### src/rtl/port_receiver.sv
// Switch input port: four-phase req/ack receiver that stores one flit per
// handshake into a small FIFO and presents the head flit with its destination.
module port_receiver #(
    parameter int DATA_WIDTH = 18,
    parameter int DEPTH      = 4,
    parameter int DEST_LSB   = 0
) (
    input  logic                    clk,
    input  logic                    rst_n,
    input  logic                    in_req,
    input  logic [DATA_WIDTH-1:0]   in_data,
    output logic                    in_ack,
    output logic                    out_valid,
    output logic [DATA_WIDTH-1:0]   out_data,
    output logic [2:0]              out_dest,
    input  logic                    out_pop,
    output logic [$clog2(DEPTH):0]  count,
    output logic                    full,
    output logic                    o_dbg_state
);

    localparam int AW = $clog2(DEPTH);
    localparam int CW = AW + 1;

    // Upstream: four-phase. A flit is taken on the edge where in_req is 1,
    // state is IDLE and the FIFO is not full; in_ack then stays high until
    // in_req has been seen low. Downstream: out_valid/out_pop, a pop takes
    // effect only on an edge where out_valid is 1.
    typedef enum logic {
        IDLE  = 1'b0,
        ACKED = 1'b1
    } state_t;

    state_t                  r_state;
    state_t                  w_next_state;
    logic                    w_req;
    logic                    w_write;
    logic                    w_pop;
    logic [AW-1:0]           r_wr_ptr;
    logic [AW-1:0]           r_rd_ptr;
    logic [CW-1:0]           r_count;
    logic [DATA_WIDTH-1:0]   r_mem [DEPTH];

    // An undriven (X/Z) request line must read as "no request".
    assign w_req = (in_req === 1'b1);

    always_ff @(posedge clk or negedge rst_n) begin
        if (!rst_n) begin
            r_state <= IDLE;
        end else begin
            r_state <= w_next_state;
        end
    end

    always_comb begin
        w_next_state = r_state;
        w_write      = 1'b0;
        case (r_state)
            IDLE: begin
                if (w_req && !full) begin
                    w_write      = 1'b1;
                    w_next_state = ACKED;
                end
            end
            ACKED: begin
                if (!w_req) begin
                    w_next_state = IDLE;
                end
            end
            default: w_next_state = IDLE;
        endcase
    end

    assign w_pop = out_pop && out_valid;

    always_ff @(posedge clk or negedge rst_n) begin
        if (!rst_n) begin
            r_wr_ptr <= '0;
            r_rd_ptr <= '0;
            r_count  <= '0;
        end else begin
            if (w_write) begin
                r_wr_ptr <= r_wr_ptr + 1'b1;
            end
            if (w_pop) begin
                r_rd_ptr <= r_rd_ptr + 1'b1;
            end
            r_count <= r_count + CW'(w_write) - CW'(w_pop);
        end
    end

    // Storage is deliberately left out of reset.
    always_ff @(posedge clk) begin
        if (w_write) begin
            r_mem[r_wr_ptr] <= in_data;
        end
    end

    assign in_ack      = (r_state == ACKED);
    assign o_dbg_state = r_state;
    assign count       = r_count;
    assign full        = (r_count == CW'(DEPTH));
    assign out_valid   = (r_count != '0);
    assign out_data    = r_mem[r_rd_ptr];
    assign out_dest    = out_data[DEST_LSB+2:DEST_LSB];

endmodule

### config.mk
export PLATFORM = sky130hd
export DESIGN_NAME = port_receiver
export DESIGN_NICKNAME = d
export VERILOG_FILES = /design/src/rtl/port_receiver.sv
export SDC_FILE = /design/constraint.sdc
export NUM_CORES = 1
export LEC_CHECK = 0
export CORE_MARGIN = 2
export CORE_UTILIZATION = 28
export DETAILED_ROUTE_END_ITERATION = 10
export PLACE_DENSITY = 0.53
export SYNTH_ARGS = -nofsm -noshare
export SYNTH_HDL_FRONTEND = slang
export SYNTH_SLANG_ARGS = --single-unit
### constraint.sdc
create_clock -name clk -period 2.45 [get_ports clk]
set_clock_uncertainty 0.15 [all_clocks]
set_input_delay 0.735 -clock clk [delete_from_list [all_inputs] [get_ports clk]]
set_output_delay 0.735 -clock clk [all_outputs]
set_load 0.02 [all_outputs]
==> Yosys cells after proc, flatten, opt, wreduce, memory -nomap -nowiden <==
Memories as Yosys holds them, arrays and structs flattened.
Cells that the tools add are included.
{ "word_totals": {"reg_bits": 8, "mem_bits_rw": 72, "in_bits": 22, "out_inout_bits": 28, "wordCells": 22, "memories": 1} }
{ "mem_list": {"columns": ["memory", "words", "word_bits", "read_ports", "rd_clocked_by_memory_dff", "wr", "line", "source"], "rows": [
  ["r_mem", 4, 18, 1, 0, 1, "42", "logic [DATA_WIDTH-1:0] r_mem [DEPTH];"]
]} }
{ "classes": {"add_sub_neg": 4, "n_eq_ne": 2, "mux": 6, "n_bitwise": 1, "reduce_logical": 4} }
{ "ops": {"columns": ["operator", "n"], "rows": [
  ["two-way mux 1 bit", 5],
  ["adder 2 x 1 -> 2 bit, second input constant", 2],
  ["adder 3 x 1 -> 3 bit", 1],
  ["== test 3 bit, second input constant", 1],
  ["nonzero test 3 bit", 1],
  ["subtractor 3 x 1 -> 3 bit", 1],
  ["logical AND 1 bit", 2],
  ["case mux 1 bit (2 select lines)", 1],
  ["=== test 1 bit, second input constant", 1],
  ["logical NOT 1 bit", 1],
  ["inverter 1 bit", 1]
]} }

==> Logic depth before layout (Yosys ltp) <==
{ "depth": {"word_depth": 7, "ltp_mapped": 10, "mapped_depth_nobuf": 10} }

==> Least setup slack after synthesis <==
Ideal clock, no wire load.
{ "synth_timing": {"kind": "register -> register", "startpoint": "register r_count[1], in the netlist count[1]", "endpoint": "register r_count[2], in the netlist count[2]", "setup_time_ns": 0.131, "arrival_time_ns": 2.255, "required_time_ns": 2.169, "path_slack_ns": -0.085, "path_stages_with_launch": 10, "n_path_buf": 0, "synth_period_minus_slack_ns": 2.535, "path_cell_list": "dfrtp_1 > or3_4 > and2_4 > ha_1 > inv_1 > ha_1 > inv_1 > fa_1 > xnor2_1 > xnor2_1"} }
{ "synth_via": {"elab_cells_between_ends": 9, "classes_between": "add/sub (2); eq/ne (1); mux (2); reduce/logical (4)"} }
{ "synth_lines": {"columns": ["item", "line", "source"], "rows": [
  ["start, declared", "41", "logic [CW-1:0] r_count;"],
  ["start signal, assigned", "88", "r_count <= r_count + CW'(w_write) - CW'(w_pop);"],
  ["nonzero test 3 bit", "103", "assign out_valid = (r_count != '0);"],
  ["named net out_valid", "13", "output logic out_valid,"],
  ["logical AND 1 bit", "74", "assign w_pop = out_pop && out_valid;"],
  ["named net w_pop", "38", "logic w_pop;"],
  ["subtractor 3 x 1 -> 3 bit", "88", null]
]} }
The timed path passes the listed nets, and every way through them passes these cells.
A chain may end at the register's enable or synchronous reset.

==> Final worst setup path <==
{ "layout_timing": {"startpoint": "register r_rd_ptr[0]", "endpoint": "output port out_data[2]"} }
{ "layout_via": {"elab_chain_len": 1} }
{ "layout_rtl": {"columns": ["item", "line", "source"], "rows": [
  ["start, declared", "40", "logic [AW-1:0] r_rd_ptr;"],
  ["start signal, assigned", "86", "r_rd_ptr <= r_rd_ptr + 1'b1;"],
  ["memory read (4 x 18 bit)", null, null],
  ["end, declared", "14", "output logic [DATA_WIDTH-1:0] out_data,"]
]} }
No other way between the ends.

==> flow_summary.yaml <==
cts:
  htreeDepth: 3
  cts_tree: "built"
  clk_pin_slew_worst_paths_ns: 0.08
  cts_buffer_depth: 2
  clkLatencyLatePin_ns: 0.34
  numCtsBuffers: 9
  cts.sinks: 80
  root_buffer: "clkbuf_8"
die:
  initial_utilization_pct: 28.6
  die_h_um: 109
  rows: 38
  die_area_um2: 11900
  fp.coreArea_um2: 10800
  io_pins: 50
  die_w_um: 109
synth:
  synth_edf_count: 72
  ys_seq_elements: 80
  yosysSeqAreaShare_pct: 76.1
  synth.most_common_cell: "edfxtp_1"
  synth_common_cells: "edfxtp_1, mux4_2, dfrtp_1, buf_4, inv_1"
  synth_nets: 165
  ys_types: 17
  synth_top_area_share_pct: 69.6
  synth_area_leaders: "edfxtp_1, mux4_2, dfrtp_1, ha_1, buf_4"
  syn-instance-count: 136
  syn_avg_cell_area_um2: 22.8
  synth_ff_type: "edfxtp_1"
  synth_largest_area_cell: "edfxtp_1"
  synthArstFlopShare_pct: 10.0
  synth_area_um2: 3110
  ys_warn_count: 0
worst_setup_path:
  critPathCaptureType: "output port"
  startpoint_type: "flip-flop"
  ff2ff_setup_slack_ns: 0.10
  critPathLaunch: "r_rd_ptr[0]"
  reg2regPathDepth: 9
  arrival_ns: 1.72
  r2r_end: "count[2]"
  worstSetupEndpoint: "out_data[2]"
  cp_data_required_time_ns: 1.56
  path_class: "flip-flop to output port"
  crit_fanout: 5
  rr_startpoint: "count[1]"
run_status:
  violations: "setup timing"
  run_status: "complete, but fails checks"
job:
  drv_cap: 0
sta:
  setup_slack_ns: -0.158
  slew_viol_final: 0
  tns_ns: -2.08
  rsz0062_at_grt: "yes"
  hold_violations: 0
  fmax_mhz: 383
  min_period_ns: 2.61
  hold_ws_ns: 0.419
  setup_violations: 21
  finalCritPeriodShare_pct: 106
  max_slew_margin_pct: 75.6
  tightest_slew_ns: 0.364
place:
  portBuffers: 49
  hpwl_um: 3730
  place.gp.congestion: 0.675
  placed_cells: 337
power:
  clkPwrFrac_pct: 18.6
  power.total_uw: 4980
  p_seq_share_pct: 36.8
  power_frac_comb_pct: 44.5
  p_sw_uw: 1580
  swShare_pct: 31.6
  power.internal_uw: 3410
  leakage_uw: 0.00151
  cellPowerDensity_nw_per_um2: 1170
  ir_worst_vdd_v: 0.000568
global_routing:
  overflow: 0
  grt_pass1_vias: 1645
  grt_usage_pct: 10.8
  grt_pass1_wl_um: 9110
  antenna_found_initial: 0
  grt_max_degree: 14
detailed_routing:
  antenna_left: 0
  num_vias: 1520
  vias_per_cell: 4.22
  wl_per_cell_um: 16.4
  initialDrtViolationCount: 53
  drcViolationCount: 0
  drt_wl_total_um: 5910
  drt-pass1-iter-count: 4
final_layout:
  fin_util_pct: 39.3
  antennaDiodeCount: 0
  drive_gt1_share_pct: 42.7
  areaGrowthSynthToFinish_pct: 37.1
  fin_nets: 244
  layoutNonFillerInstCount: 360
worst_hold_path:
  hold_path_class: "flip-flop to flip-flop"
-- registers in the layout, summed over array words and instances (netlist names) --
name      cells
count         3
in_ack        1
r_mem        72
r_rd_ptr      2
r_wr_ptr      2
-- what timing repair did --
action / in CTS / in global routing
hold buffers: 0 / 0
pin swaps: 1 / 4
gates cloned: 3 / 0
endpoints found under the setup margin: 24 / 23
setup buffers: 4 / 1
gates resized for setup: 102 / 25
-- placed cells by master, fill, tap and decap left out --
cell and instances:
dlygate4sd2_1 2, ha_1 6, clkbuf_1 2, dfrtp_1 5, and2_2 4, or3_4 1, nor3b_4 2, mux2_4 1
xor2_1 1, clkinv_2 1, inv_1 7, clkbuf_8 9, clkdlybuf4s15_1 1, clkdlybuf4s50_1 25, clkinvlp_4 3, fa_2 1
a21boi_0 1, and2_4 1, bufinv_16 1, xnor2_2 1, xnor2_1 3, dfrtp_2 3, buf_4 17, buf_16 2
buf_6 17, buf_2 4, buf_12 8, edfxtp_1 72, mux4_2 18, nand3_1 1
-- layout make-up --
type                            count  area [µm²]
Fill cell                        1011        6580
Clock buffer                       11         131
Inverter                            7        26.3
Timing Repair Buffer               76         832
Sequential cell                    80        2370
Tap cell                          140         175
Multi-Input combinational cell     41         669
Clock inverter                      5        57.6
-- critical path: stages, from the launching register on --
cell and delay (ns):
dfrtp_2 0.45, buf_12 0.14, buf_16 0.12, mux4_2 0.49, buf_2 0.17
-- power groups by stage --
stage / Combinational, µW / Clock [µW] / Sequential (µW)
final: 2220 / 929 / 1840
after global routing: 2360 / 1030 / 1860
after floorplan: 1120 / 0 / 1860
after detailed placement: 1990 / 0 / 1850
after global placement: 1980 / 0 / 1850
after CTS: 2140 / 966 / 1840
-- layer usage --
| layer | vias to the layer above | track usage, % | part of all wire (%) | wire length (µm) |
|---|---|---|---|---|
| met4 | 0 | 4.07 | 1.7 | 102 |
| met5 | - | 0 | 0 | 0 |
| met2 | 42 | 17.4 | 49 | 2900 |
| met1 | 774 | 13.7 | 45 | 2650 |
| li1 | 695 | - | - | - |
| met3 | 9 | 3.20 | 4.3 | 256 |
-- worst min path at each step --
stage / from / endpoint / slack, ns / cells after the start
final: r_rd_ptr[1] / r_rd_ptr[1] / 0.42 / 1
after global routing: r_rd_ptr[1] / r_rd_ptr[1] / 0.44 / 1
after CTS: count[2] / count[2] / 0.37 / 1
after detailed placement: count[2] / count[2] / 0.35 / 1
after global placement: count[2] / count[2] / 0.35 / 1
after floorplan: rst_n / count[0] / 0.29 / 0
-- cells by family after synthesis --
group / synth area share [%]
multiplexers: 13.5
XOR/XNOR: 1.41
AND/OR/NAND/NOR: 2.98
buffers and inverters: 2.70
flip-flops: 76.1
AO/OA/AOI/OAI: 0.242
adder cells (fa/ha/maj): 3.06
-- stage by stage --
step	worst slack (ns)	instance area, µm²
2_1_floorplan	0.0184	3110
3_3_place_gp	-0.382	3940
3_5_place_dp	-0.447	3940
4_1_cts	-0.195	4200
5_1_grt	-0.236	4260
6_report	-0.158	4260
(Power assumes the default switching activity.)
